**src/rtl/pattern_scheduler.sv**
```systemverilog
// Shares one pattern command list between note lanes: round-robin grant of lane
// requests, fetch from a synchronous ROM, one-hot issue, plus a saturating score.
module pattern_scheduler #(
   parameter int N_LANES = 4,
   parameter int CMD_W   = 4,
   parameter int IDX_W   = 6,
   parameter int SCORE_W = 8
) (
   input  logic               CLOCK_25,
   input  logic               rst_n,
   input  logic [N_LANES-1:0] req,
   input  logic [N_LANES-1:0] hit,
   input  logic [IDX_W-1:0]   list_end,
   output logic [IDX_W-1:0]   rom_addr,
   input  logic [CMD_W-1:0]   rom_data,
   output logic [CMD_W-1:0]   cmd_out,
   output logic [N_LANES-1:0] cmd_valid,
   output logic               busy,
   output logic               game_over,
   output logic [SCORE_W-1:0] score
);

   localparam int LG_W  = (N_LANES > 1) ? $clog2(N_LANES) : 1;
   localparam int POP_W = $clog2(N_LANES + 1);

   typedef enum logic [1:0] {S_IDLE, S_FETCH, S_ISSUE, S_DONE} state_t;

   state_t             r_state;
   logic [N_LANES-1:0] r_req_q;
   logic [N_LANES-1:0] r_hit_q;
   logic [N_LANES-1:0] r_hit_edge;
   logic [N_LANES-1:0] r_pending;
   logic [N_LANES-1:0] r_grant;
   logic [N_LANES-1:0] r_cmd_valid;
   logic [LG_W-1:0]    r_last_grant;
   logic [IDX_W-1:0]   r_idx;
   logic [IDX_W-1:0]   r_rom_addr;
   logic [CMD_W-1:0]   r_cmd_out;
   logic               r_busy;
   logic               r_game_over;
   logic [SCORE_W-1:0] r_score;

   logic [N_LANES-1:0] w_req_edge;
   logic [N_LANES-1:0] w_hit_edge;
   logic [N_LANES-1:0] w_arb_onehot;
   logic [LG_W-1:0]    w_arb_idx;
   logic [LG_W-1:0]    w_lane;
   logic               w_arb_found;
   logic [IDX_W-1:0]   w_idx_next;
   logic [POP_W-1:0]   w_pop;
   logic [SCORE_W:0]   w_sum;

   assign w_req_edge = req & ~r_req_q;
   assign w_hit_edge = hit & ~r_hit_q;
   assign w_idx_next = r_idx + IDX_W'(1);
   assign w_sum      = {1'b0, r_score} + (SCORE_W + 1)'(w_pop);

   // Round-robin: search begins one lane past the last grant.
   always_comb begin
      w_arb_onehot = '0;
      w_arb_idx    = '0;
      w_lane       = '0;
      w_arb_found  = 1'b0;
      for (int k = 1; k <= N_LANES; k++) begin
         w_lane = LG_W'((int'(r_last_grant) + k) % N_LANES);
         if (!w_arb_found && r_pending[w_lane]) begin
            w_arb_found          = 1'b1;
            w_arb_onehot[w_lane] = 1'b1;
            w_arb_idx            = w_lane;
         end
      end
   end

   always_comb begin
      w_pop = '0;
      for (int k = 0; k < N_LANES; k++) begin
         w_pop = w_pop + POP_W'(r_hit_edge[k]);
      end
   end

   // cmd_valid is a one-cycle strobe with no ready: the granted lane must take
   // cmd_out in the cycle cmd_valid is high. Both are loaded on entry to ISSUE
   // so the strobe is visible during the ISSUE cycle itself.
   always_ff @(posedge CLOCK_25 or negedge rst_n) begin
      if (!rst_n) begin
         r_state      <= S_IDLE;
         r_req_q      <= '0;
         r_pending    <= '0;
         r_grant      <= '0;
         r_cmd_valid  <= '0;
         r_last_grant <= LG_W'(N_LANES - 1);
         r_idx        <= '0;
         r_rom_addr   <= '0;
         r_cmd_out    <= '0;
         r_busy       <= 1'b0;
         r_game_over  <= 1'b0;
      end else begin
         r_req_q     <= req;
         r_pending   <= r_pending | w_req_edge;
         r_cmd_valid <= '0;
         case (r_state)
            S_IDLE: begin
               if (r_idx == list_end) begin
                  r_state     <= S_DONE;
                  r_game_over <= 1'b1;
                  r_pending   <= '0;
               end else if (|r_pending) begin
                  r_grant      <= w_arb_onehot;
                  r_last_grant <= w_arb_idx;
                  r_rom_addr   <= r_idx;
                  r_busy       <= 1'b1;
                  r_state      <= S_FETCH;
               end
            end
            S_FETCH: begin
               r_cmd_out   <= rom_data;
               r_cmd_valid <= r_grant;
               r_state     <= S_ISSUE;
            end
            S_ISSUE: begin
               r_idx     <= w_idx_next;
               r_busy    <= 1'b0;
               // A fresh edge on the granted lane outranks the clear.
               r_pending <= (r_pending & ~r_grant) | w_req_edge;
               if (w_idx_next == list_end) begin
                  r_state     <= S_DONE;
                  r_game_over <= 1'b1;
                  r_pending   <= '0;
               end else begin
                  r_state <= S_IDLE;
               end
            end
            S_DONE: begin
               r_pending   <= '0;
               r_game_over <= 1'b1;
            end
            default: r_state <= S_IDLE;
         endcase
      end
   end

   // Hit edges are registered before the adder; score freezes at game over.
   always_ff @(posedge CLOCK_25 or negedge rst_n) begin
      if (!rst_n) begin
         r_hit_q    <= '0;
         r_hit_edge <= '0;
         r_score    <= '0;
      end else begin
         r_hit_q    <= hit;
         r_hit_edge <= w_hit_edge;
         if (!r_game_over) begin
            r_score <= w_sum[SCORE_W] ? '1 : w_sum[SCORE_W-1:0];
         end
      end
   end

   assign rom_addr  = r_rom_addr;
   assign cmd_out   = r_cmd_out;
   assign cmd_valid = r_cmd_valid;
   assign busy      = r_busy;
   assign game_over = r_game_over;
   assign score     = r_score;

endmodule

```
**config.mk**
```make
export PLATFORM = sky130hd
export DESIGN_NAME = pattern_scheduler
export DESIGN_NICKNAME = d
export VERILOG_FILES = /design/src/rtl/pattern_scheduler.sv
export SDC_FILE = /design/constraint.sdc
export NUM_CORES = 1
export LEC_CHECK = 0
export CAP_MARGIN = 10
export CORE_UTILIZATION = 29
export CTS_CLUSTER_SIZE = 8
export DETAILED_ROUTE_END_ITERATION = 10
export GPL_TIMING_DRIVEN = 0
export MAX_ROUTING_LAYER = met4
export SLEW_MARGIN = 0
export SYNTH_ARGS = -nofsm -noshare
export SYNTH_HDL_FRONTEND = slang
export SYNTH_SLANG_ARGS = --single-unit
```
**constraint.sdc**
```tcl
create_clock -name CLOCK_25 -period 4.95 [get_ports CLOCK_25]
set_clock_uncertainty 0.05 [all_clocks]
set_input_delay 0.99 -clock CLOCK_25 [delete_from_list [all_inputs] [get_ports CLOCK_25]]
set_output_delay 0.99 -clock CLOCK_25 [all_outputs]
set_load 0.05 [all_outputs]
```
==> summary.txt, run 1 <==
Status
  • Status: completed

Critical path
  • Max FO, Critical Path: 10
  • Ordered list of cells on the worst path: clkbuf_1 > inv_1 > ha_1 > clkbuf_1 > mux2i_1 > mux2_2 > clkbuf_1 > nor2_1 > a311oi_1 > a21o_1
  • Critical path's slowest cell: dfstp_2
  • Crit Path Class: reg -> reg
  • Flop2flop setup slack: 1.91 ns
  • Worst reg-to-reg path cell count: 10
  • CP dominant cell by count: clkbuf_1
  • CP required: 5.15 ns
  • Setup crit start kind: flop
  • Crit Reg-Reg Startpoint: r_last_grant[1]$_DFFE_PN1P_
  • RR Endpoint: r_grant[0]$_DFFE_PN0P_
  • CP startpoint: r_last_grant[1]$_DFFE_PN1P_
  • WP data arrival: 3.24 ns
  • Critical Path End Type: flop
  • Largest stage delay on the critical path: 0.59 ns

Clocking
  • Root Buffer: clkbuf_8
  • CTS tree: done
  • Clk buf depth: 2
  • CTS Buf Count: 5
  • Post-CTS setup buffers: 0
  • Clock sink count: 54
  • Worst-skew pair later-pin latency: 0.30 ns
  • Cts hold-fix bufs: 0
  • Post-CTS Resized: 0
  • H-tree depth: 2
  • Clock-pin slew on the worst setup and hold paths: 0.10 ns

Synth
  • Mapped Area: 2900 um^2
  • Post-synthesis sequential area ratio: 0.467
  • Ys flop type: dfrtp_1
  • Gate count after technology mapping: 262
  • Mean post-synth cell area: 11.1 um^2
  • #FFs+latches synth: 54
  • Distinct cells, synth: 47
  • Post-synth EDFFs: 0
  • Asr flop ratio synth: 1.00
  • Yosys Warn Count: 0
  • Synthesized netlist net count: 298

Drt
  • Routed WL: 5.64 mm
  • Metal2 WL: 2.87 mm
  • Antenna Nets Post-Route: 0
  • 1st-iter DRT viols: 75
  • Drt wl/cell: 12.6 um
  • Met3 Wirelength: 140 um
  • DRC Markers: 0
  • Drt pass-1 iters: 6
  • Via/cell ratio: 4.69
  • Metal-1 WL: 2.60 mm
  • Via count: 2098
  • Max layer used: met4

Timing
  • Relative slew slack: 0.500
  • Fmax achieved: 329 MHz
  • Final worst slack: 1.91 ns
  • Setup TNS: 0 ns
  • Final period utilization: 0.614
  • Worst slew pin tran: 0.745 ns
  • Hold Violations, Final: 0
  • RSZ-0062 raised after global routing: no
  • Min Clock Period, post-route: 3.04 ns
  • Max Slew Vio Count: 0
  • Final setup viols: 0

Floorplan
  • Rows: 36
  • Initial core utilization: 0.298
  • Die X-Extent: 102 um
  • Die Y-Extent: 102 um
  • Die area: 10400 um^2
  • Core ar.: 9730 um^2
  • I/O pin total: 44

Power
  • Power density cells: 229 nW/um^2
  • Internal power: 0.634 mW
  • Clock group share of total power: 0.357
  • NetSw: 0.194 mW
  • Leakage power: 1.61 nW
  • Logic gate share of total power: 0.093
  • Switching Share: 0.234
  • Seq pwr share: 0.550
  • VDD IR max: 0.000118 V

Finish
  • Fin nets: 349
  • Area grow syn2layout: 24.8%
  • Ant. Diodes: 0
  • Ratio of cells with drive above 1 in the final layout: 0.131
  • Fillers: 998
  • Util after Layout: 0.372

GRT
  • Grt ovf: 0
  • First-pass GRT wire length: 9.37 mm
  • Vias in the first global route: 2009
  • Total GRT Usage: 0.117
  • Largest net degree at the start of global routing: 32
  • Initial antenna violation count: 0

Placement
  • IO Port Bufs: 43
  • Final Wtd Congestion: 0.786
  • Pre-CTS WS: 1.76 ns
  • Hpwl dp: 4.19 mm

Job
  • Max_cap viols: 0

Worst hold path
  • Critical hold path startpoint: r_hit_q[2]$_DFF_PN0_
  • Hold WC Path Type: reg -> reg
  • Hold Path End: r_hit_edge[2]$_DFF_PN0_
  • Hold path depth: 1
-- routing by layer --
metal  GRT usage  vias up
met1       0.147     1047
met2       0.196       33
met3      0.0212        5
li1            -     1013
met4      0.0264        0
met5           -        -
-- through the flow --
step	power, mW	hold slack, ns	std cells	cell area [um^2]
after floorplan	0.502	0.328	262	2900
after global placement	0.540	0.333	438	3500
after detailed placement	0.543	0.333	439	3510
after CTS	0.840	0.347	447	3620
after global routing	0.865	0.361	447	3620
final	0.827	0.346	447	3620
-- sequential cells by signal (all words and copies together), names as in the netlist, 4 cells and up --
name        flops
r_req_q         4
rom_addr        6
cmd_out         4
score           8
r_idx           6
cmd_valid       4
r_hit_edge      4
r_grant         4
r_pending       4
r_hit_q         4
-- kinds of logic (layout without fill, tap and decap cells) --
| family | Yosys count | after routing | synth area share |
|---|---|---|---|
| flip-flops | 54 | 54 | 0.467 |
| multiplexers | 24 | 24 | 0.102 |
| XOR/XNOR | 19 | 19 | 0.0574 |
| AND/OR/NAND/NOR | 77 | 77 | 0.144 |
| adder cells (fa/ha/maj) | 16 | 16 | 0.0768 |
| AO/OA/AOI/OAI | 45 | 45 | 0.112 |
| buffers and inverters | 27 | 79 | 0.0414 |
-- critical path, delay by kind of cell (launching register included) --
family	cells	cell delay, ns
AOI/OAI and AO/OA	2	0.39
adders and majority gates	1	0.31
buffers and inverters	4	1.10
DFF	1	0.59
muxes	2	0.46
and+or+nand+nor	1	0.09
-- placed cells by master (no fill, tap or decap), types with 2 or more instances in the layout --
cell             netlist  routed
a21o_1                 5       5
a21oi_1                7       7
a22oi_1                4       4
a311oi_1               4       4
a31oi_1                3       3
and2_1                 6       6
and3_1                 2       2
buf_2                  2       3
buf_4                  2       2
clkbuf_1               6       6
clkbuf_8               0       5
clkdlybuf4s50_1        0      42
clkinv_2               0       2
dfrtp_1               52      52
dfstp_2                2       2
fa_1                   3       3
ha_1                  13      13
inv_1                 15      15
mux2_2                15      15
mux2i_1                6       6
mux4_2                 3       3
nand2_1               18      18
nand2b_1               3       3
nand3_1                6       6
nand3b_1               2       2
nand4_1                6       6
nor2_1                12      12
nor2b_1               16      16
o21ai_0                6       6
o32ai_1                5       5
or2_2                  2       2
xnor2_1               12      12
xor2_1                 7       7
-- cell usage after synthesis (all sizes together), types with 7 or more instances --
library cell	number	area share
inv	15	0.019
nor2b	17	0.038
a21oi	7	0.012
xnor2	12	0.036
nand2	18	0.023
nor2	12	0.016
dfrtp	52	0.45
clkbuf	7	0.0095
ha	13	0.056
xor2	7	0.021
mux2	15	0.058
-- how the worst max path moves through the flow --
stage	to	cells after the start
floorplan	score[7]$_DFFE_PN0N_	9
global placement	r_req_q[1]$_DFF_PN0_	1
detailed placement	r_grant[2]$_DFFE_PN0P_	7
CTS	r_grant[0]$_DFFE_PN0P_	10
global route	r_grant[0]$_DFFE_PN0P_	10
finish	r_grant[0]$_DFFE_PN0P_	10
-- power by group through the flow --
stage	combinational (mW)	sequential [mW]	clock, mW
floorplan	0.0267	0.475	0
global placement	0.0761	0.464	0
detailed placement	0.0791	0.464	0
CTS	0.0791	0.455	0.306
global route	0.0850	0.456	0.323
finish	0.0772	0.455	0.295
-- area by class of cell --
class	instances	area (um^2)	area share
multi-input cells	181	1430	0.394
clock buffers	5	68.8	0.0190
clock inverters	3	40.0	0.0111
inverters	15	56.3	0.0155
plain buffers	12	63.8	0.0176
repair buffers	44	445	0.123
flip-flops and latches	54	1350	0.374
well taps	133	166	0.0460
Note: power is estimated with default switching activity, not from simulation.
==> run 2: changes to the inputs <==
==> constraint.sdc (replaced) <==
create_clock -name CLOCK_25 -period 3.11 [get_ports CLOCK_25]
set_clock_uncertainty 0.05 [all_clocks]
set_input_delay 0.622 -clock CLOCK_25 [delete_from_list [all_inputs] [get_ports CLOCK_25]]
set_output_delay 0.622 -clock CLOCK_25 [all_outputs]
set_load 0.05 [all_outputs]
==> run 2 against run 1 <==
Net effect: clock power up 60%; cell count shrank 0.45%; hold slack lost 0.098 ns; maximum frequency increased by 8.8%; largest cell class unchanged.
==> summary.txt, run 2 (same netlist as run 1, synthesis figures left out) <==
Status
  • Status: completed

Finish
  • Ant. Diodes: 0
  • Fillers: 1000
  • Util after Layout: 0.371
  • Fin nets: 347
  • Max reg flops: 8
  • Ratio of cells with drive above 1 in the final layout: 0.131
  • Area grow syn2layout: 24.6%
  • Most frequent cells in the layout: 52 x dfrtp_1, 42 x clkdlybuf4s50_1, 18 x nand2_1
  • Commonest non-fill, non-tap cell in the layout: dfrtp_1

Timing
  • Final worst slack: 0.319 ns
  • Final setup viols: 0
  • Hold Violations, Final: 0
  • Fmax achieved: 358 MHz
  • RSZ-0062 raised after global routing: no
  • Max Slew Vio Count: 0
  • Relative slew slack: 0.491
  • Min Clock Period, post-route: 2.79 ns
  • Final period utilization: 0.898
  • Worst slew pin tran: 0.758 ns

Floorplan
  • Die area: 10400 um^2
  • Rows: 36
  • Initial core utilization: 0.298
  • Core ar.: 9730 um^2
  • Die X-Extent: 102 um
  • Die Y-Extent: 102 um
  • I/O pin total: 44

Clocking
  • Clock-pin slew on the worst setup and hold paths: 0.10 ns
  • Root Buffer: clkbuf_8
  • Post-CTS setup buffers: 0
  • Clock sink count: 54
  • Clk buf depth: 2
  • CTS tree: done
  • H-tree depth: 2
  • Cts hold-fix bufs: 0
  • CTS Buf Count: 5
  • Worst-skew pair later-pin latency: 0.31 ns

GRT
  • First-pass GRT wire length: 9.37 mm
  • Largest net degree at the start of global routing: 32
  • Vias in the first global route: 2009
  • Grt ovf: 0
  • Initial antenna violation count: 0
  • Total GRT Usage: 0.117

Critical path
  • WP data arrival: 3.00 ns
  • CP required: 3.31 ns
  • Max FO, Critical Path: 8
  • Setup crit start kind: flop
  • Crit Path Class: reg -> reg
  • Critical Path End Type: flop

Drt
  • Drt pass-1 iters: 4
  • Via count: 2097
  • Via/cell ratio: 4.71
  • DRC Markers: 0
  • Antenna Nets Post-Route: 0
  • 1st-iter DRT viols: 64
  • Drt wl/cell: 12.8 um
  • Routed WL: 5.68 mm

Placement
  • Final Wtd Congestion: 0.786
  • Hpwl dp: 4.19 mm
  • IO Port Bufs: 43
  • Pre-CTS WS: 0.113 ns

Power
  • Power density cells: 365 nW/um^2
  • Leakage power: 1.60 nW
  • VDD IR max: 0.000188 V

Job
  • Max_cap viols: 0

Worst hold path
  • Hold WC Path Type: in -> async
run 2: metal layers:
layer  wire length, um  GRT usage  vias to the layer above  part of all wire
li1                  -          -                     1010                 -
met1              2590      0.147                     1047              0.46
met2              2900      0.196                       36              0.51
met3               146     0.0212                        4             0.026
met4                38     0.0264                        0            0.0067
met5                 0          -                        -                 0
run 2: through the flow:
step	total power [mW]	instances	hold WS [ns]	TNS [ns]	area, um^2
after floorplan	0.798	262	0.276	0	2900
after global placement	0.859	438	0.333	-19.87	3500
after detailed placement	0.864	439	0.333	0	3510
after CTS	1.34	447	0.264	0	3620
after global routing	1.38	445	0.279	0	3610
final	1.32	445	0.247	0	3610
run 2: worst max-delay path, cell delays in order (launching register included):
cell and delay (ns):
dfstp_2 0.59, clkbuf_1 0.27, inv_1 0.19, ha_1 0.49, mux4_2 0.40, nor3b_4 0.26
nand2_1 0.09, a311oi_1 0.28, a21o_1 0.11
run 2: path summary, 6_finish.rpt:
kind / endpoint / slack (ns) / from / depth (start not counted)
worst max-delay path: r_grant[0]$_DFFE_PN0P_ / 0.32 / r_last_grant[1]$_DFFE_PN1P_ / 8
worst min-delay path: r_idx[0]$_DFFE_PN0P_ / 0.25 / rst_n / 1
worst max register to register: r_grant[0]$_DFFE_PN0P_ / 0.32 / r_last_grant[1]$_DFFE_PN1P_ / 8
worst min register to register: r_hit_edge[2]$_DFF_PN0_ / 0.35 / r_hit_q[2]$_DFF_PN0_ / 1
max in group asynchronous: score[1]$_DFFE_PN0N_ / 2.21 / rst_n / 2
min in group CLOCK_25: r_hit_edge[2]$_DFF_PN0_ / 0.35 / r_hit_q[2]$_DFF_PN0_ / 1
run 2: what timing repair did:
action	4_1_cts	5_1_grt
setup endpoints to repair	0	5
hold endpoints to repair	0	0
gates resized for setup	0	0
run 2: cell type report:
cell class / count / area (um^2) / share of cell area
plain buffers: 10 / 56.3 / 0.0156
clock buffers: 5 / 68.8 / 0.0190
clock inverters: 3 / 40.0 / 0.0111
inverters: 15 / 56.3 / 0.0156
multi-input cells: 181 / 1430 / 0.395
flip-flops and latches: 54 / 1350 / 0.375
well taps: 133 / 166 / 0.0461
repair buffers: 44 / 445 / 0.123
run 2: power breakdown:
group          total, mW  switching, mW  internal, mW
combinational      0.123         0.0668        0.0561
clock              0.472          0.234         0.237
sequential         0.724        0.00937         0.715
total               1.32          0.311          1.01
==> run 3: changes to the inputs <==
==> constraint.sdc (replaced) <==
create_clock -name CLOCK_25 -period 2.6 [get_ports CLOCK_25]
set_clock_uncertainty 0.05 [all_clocks]
set_input_delay 0.52 -clock CLOCK_25 [delete_from_list [all_inputs] [get_ports CLOCK_25]]
set_output_delay 0.52 -clock CLOCK_25 [all_outputs]
set_load 0.05 [all_outputs]
==> run 3 against run 2 <==
Net effect: utilization is 0.80 points higher; register-to-register slack worse by 0.21 ns; sequential power is 20% higher; critical path depth stayed put; count of clock-buffer cells in the layout is 3 higher; via count is 0.48% lower; cell count is 1.6% higher; clock power hardly changed; first-iteration DRC count is 61% higher; critical path type unchanged; critical endpoint is now r_grant[3]$_DFFE_PN0P_.
==> summary.txt, run 3 (same netlist as run 1, synthesis figures left out) <==
Drt
  • Via count: 2087
  • Drt pass-1 iters: 4
  • Antenna Nets Post-Route: 0
  • Metal-1 WL: 2.72 mm
  • DRC Markers: 0
  • Drt wl/cell: 12.5 um
  • Max layer used: met4
  • Routed WL: 5.65 mm
  • Via/cell ratio: 4.62
  • Met3 Wirelength: 151 um
  • Metal2 WL: 2.73 mm
  • 1st-iter DRT viols: 103

Power
  • Clock group share of total power: 0.318
  • VDD IR max: 0.000246 V
  • Seq pwr share: 0.581
  • Logic gate share of total power: 0.102
  • Internal power: 1.14 mW
  • NetSw: 0.349 mW
  • Switching Share: 0.234
  • Leakage power: 1.61 nW
  • Power Total: 1.49 mW
  • Power density cells: 404 nW/um^2

Timing
  • Final setup viols: 0
  • Hold Violations, Final: 0
  • Fmax achieved: 402 MHz
  • Final period utilization: 0.958
  • Relative slew slack: 0.508
  • RSZ-0062 raised after global routing: no
  • Worst slew pin tran: 0.732 ns
  • Max Slew Vio Count: 0
  • Min Clock Period, post-route: 2.49 ns

Critical path
  • Crit Reg-Reg Startpoint: r_last_grant[0]$_DFFE_PN1P_
  • CP required: 2.75 ns
  • Critical Path End Type: flop
  • Max FO, Critical Path: 10
  • Worst reg-to-reg path cell count: 8
  • Ordered list of cells on the worst path: buf_6 > clkinvlp_4 > ha_2 > mux4_2 > nor2b_2 > a22oi_1 > a311oi_2 > a21o_1
  • Crit Path Class: reg -> reg
  • WP data arrival: 2.64 ns
  • Critical path's slowest cell: dfstp_2
  • Flop2flop setup slack: 0.11 ns
  • RR Endpoint: r_grant[3]$_DFFE_PN0P_
  • Setup crit start kind: flop
  • Largest stage delay on the critical path: 0.55 ns

Floorplan
  • Die Y-Extent: 102 um
  • Initial core utilization: 0.298
  • Die area: 10400 um^2
  • I/O pin total: 44
  • Die X-Extent: 102 um
  • Rows: 36
  • Core ar.: 9730 um^2

GRT
  • Total GRT Usage: 0.121
  • Grt ovf: 0
  • Initial antenna violation count: 0
  • Largest net degree at the start of global routing: 32
  • First-pass GRT wire length: 9.65 mm
  • Vias in the first global route: 2034

Job
  • Max_cap viols: 0

Clocking
  • Root Buffer: clkbuf_8
  • Clock-pin slew on the worst setup and hold paths: 0.09 ns
  • Clock sink count: 54
  • Worst-skew pair later-pin latency: 0.30 ns
  • Cts hold-fix bufs: 0
  • Clk buf depth: 2
  • CTS Buf Count: 5
  • H-tree depth: 2
  • CTS tree: done

Status
  • Status: completed

Finish
  • Finished Layout Cells: 452
  • Fillers: 1002
  • Ratio of cells with drive above 1 in the final layout: 0.179
  • Area grow syn2layout: 27.3%
  • Fin nets: 354
  • Ant. Diodes: 0
  • Max reg flops: 8
  • Most frequent cells in the layout: 51 x dfrtp_1, 42 x clkdlybuf4s50_1, 18 x nand2_1
  • Commonest non-fill, non-tap cell in the layout: dfrtp_1

Placement
  • Placed cells: 439
  • IO Port Bufs: 43
  • Final Wtd Congestion: 0.794
  • Hpwl dp: 4.12 mm

Worst hold path
  • Hold WC Path Type: in -> async
run 3: changes by cell type in the layout (fill, tap and decap cells not counted), moves of 2 or more:
cell / delta
inv_1: -2
buf_6: +2
fa_2: +2
clkinv_2: -2
buf_4: +5
fa_1: -2
run 3: layout make-up:
| cell class | count | area (um^2) | area share |
|---|---|---|---|
| multi-input combinational | 181 | 1450 | 0.394 |
| inverter | 15 | 60.1 | 0.0163 |
| clock buffer | 8 | 90.1 | 0.0244 |
| sequential | 54 | 1360 | 0.367 |
| tap | 133 | 166 | 0.0451 |
| buffer | 10 | 63.8 | 0.0173 |
| timing repair buffer | 51 | 502 | 0.136 |
run 3: routing by layer:
layer	global-route usage	vias up
met4	0.0264	0
met5	-	-
li1	-	1027
met1	0.159	1017
met3	0.0212	8
met2	0.194	35
run 3: worst max path at each step:
stage,start,slack [ns],end,cells past startpoint
finish,r_last_grant[0]$_DFFE_PN1P_,0.11,r_grant[3]$_DFFE_PN0P_,8
global placement,rst_n,-1.01,score[0]$_DFFE_PN0N_,1
floorplan,score[0]$_DFFE_PN0N_,0.06,score[7]$_DFFE_PN0N_,9
CTS,score[0]$_DFFE_PN0N_,0.02,score[7]$_DFFE_PN0N_,9
detailed placement,r_last_grant[1]$_DFFE_PN1P_,-0.30,r_grant[2]$_DFFE_PN0P_,10
global route,r_last_grant[0]$_DFFE_PN1P_,0.002,r_grant[3]$_DFFE_PN0P_,8
run 3: power groups by stage:
| stage | clock network, mW | registers [mW] | logic (mW) |
|---|---|---|---|
| 2_1_floorplan | 0 | 0.905 | 0.0508 |
| 4_1_cts | 0.498 | 0.867 | 0.152 |
| 6_report | 0.474 | 0.867 | 0.151 |
| 5_1_grt | 0.530 | 0.870 | 0.172 |
| 3_5_place_dp | 0 | 0.884 | 0.152 |
| 3_3_place_gp | 0 | 0.883 | 0.145 |
run 3: per-stage QoR:
step	setup slack, ns	setup TNS (ns)	utilization	hold WS [ns]	area [um^2]
finish	0.109	0	0.379	0.153	3690
global route	0.00198	0	0.379	0.188	3690
CTS	0.0215	0	0.372	0.168	3620
detailed placement	-0.302	-1.69	0.361	0.333	3510
global placement	-1.01	-43.58	0.360	0.333	3500
floorplan	0.0564	0	-	0.174	2900
run 3: repair_timing:
action,CTS,global route
buffers inserted,2,5
pin swaps,2,1
hold endpoints to repair,0,0
resized for setup,1,13
setup endpoints to repair,12,13
run 3: worst max-delay path: cells and delay by family, from the launching register on:
| kind | cells | cell delay (ns) |
|---|---|---|
| AND/OR/NAND/NOR | 1 | 0.21 |
| AO/OA/AOI/OAI | 3 | 0.53 |
| buffers and inverters | 2 | 0.25 |
| flip-flops | 1 | 0.55 |
| multiplexers | 1 | 0.37 |
| adder cells (fa/ha/maj) | 1 | 0.42 |
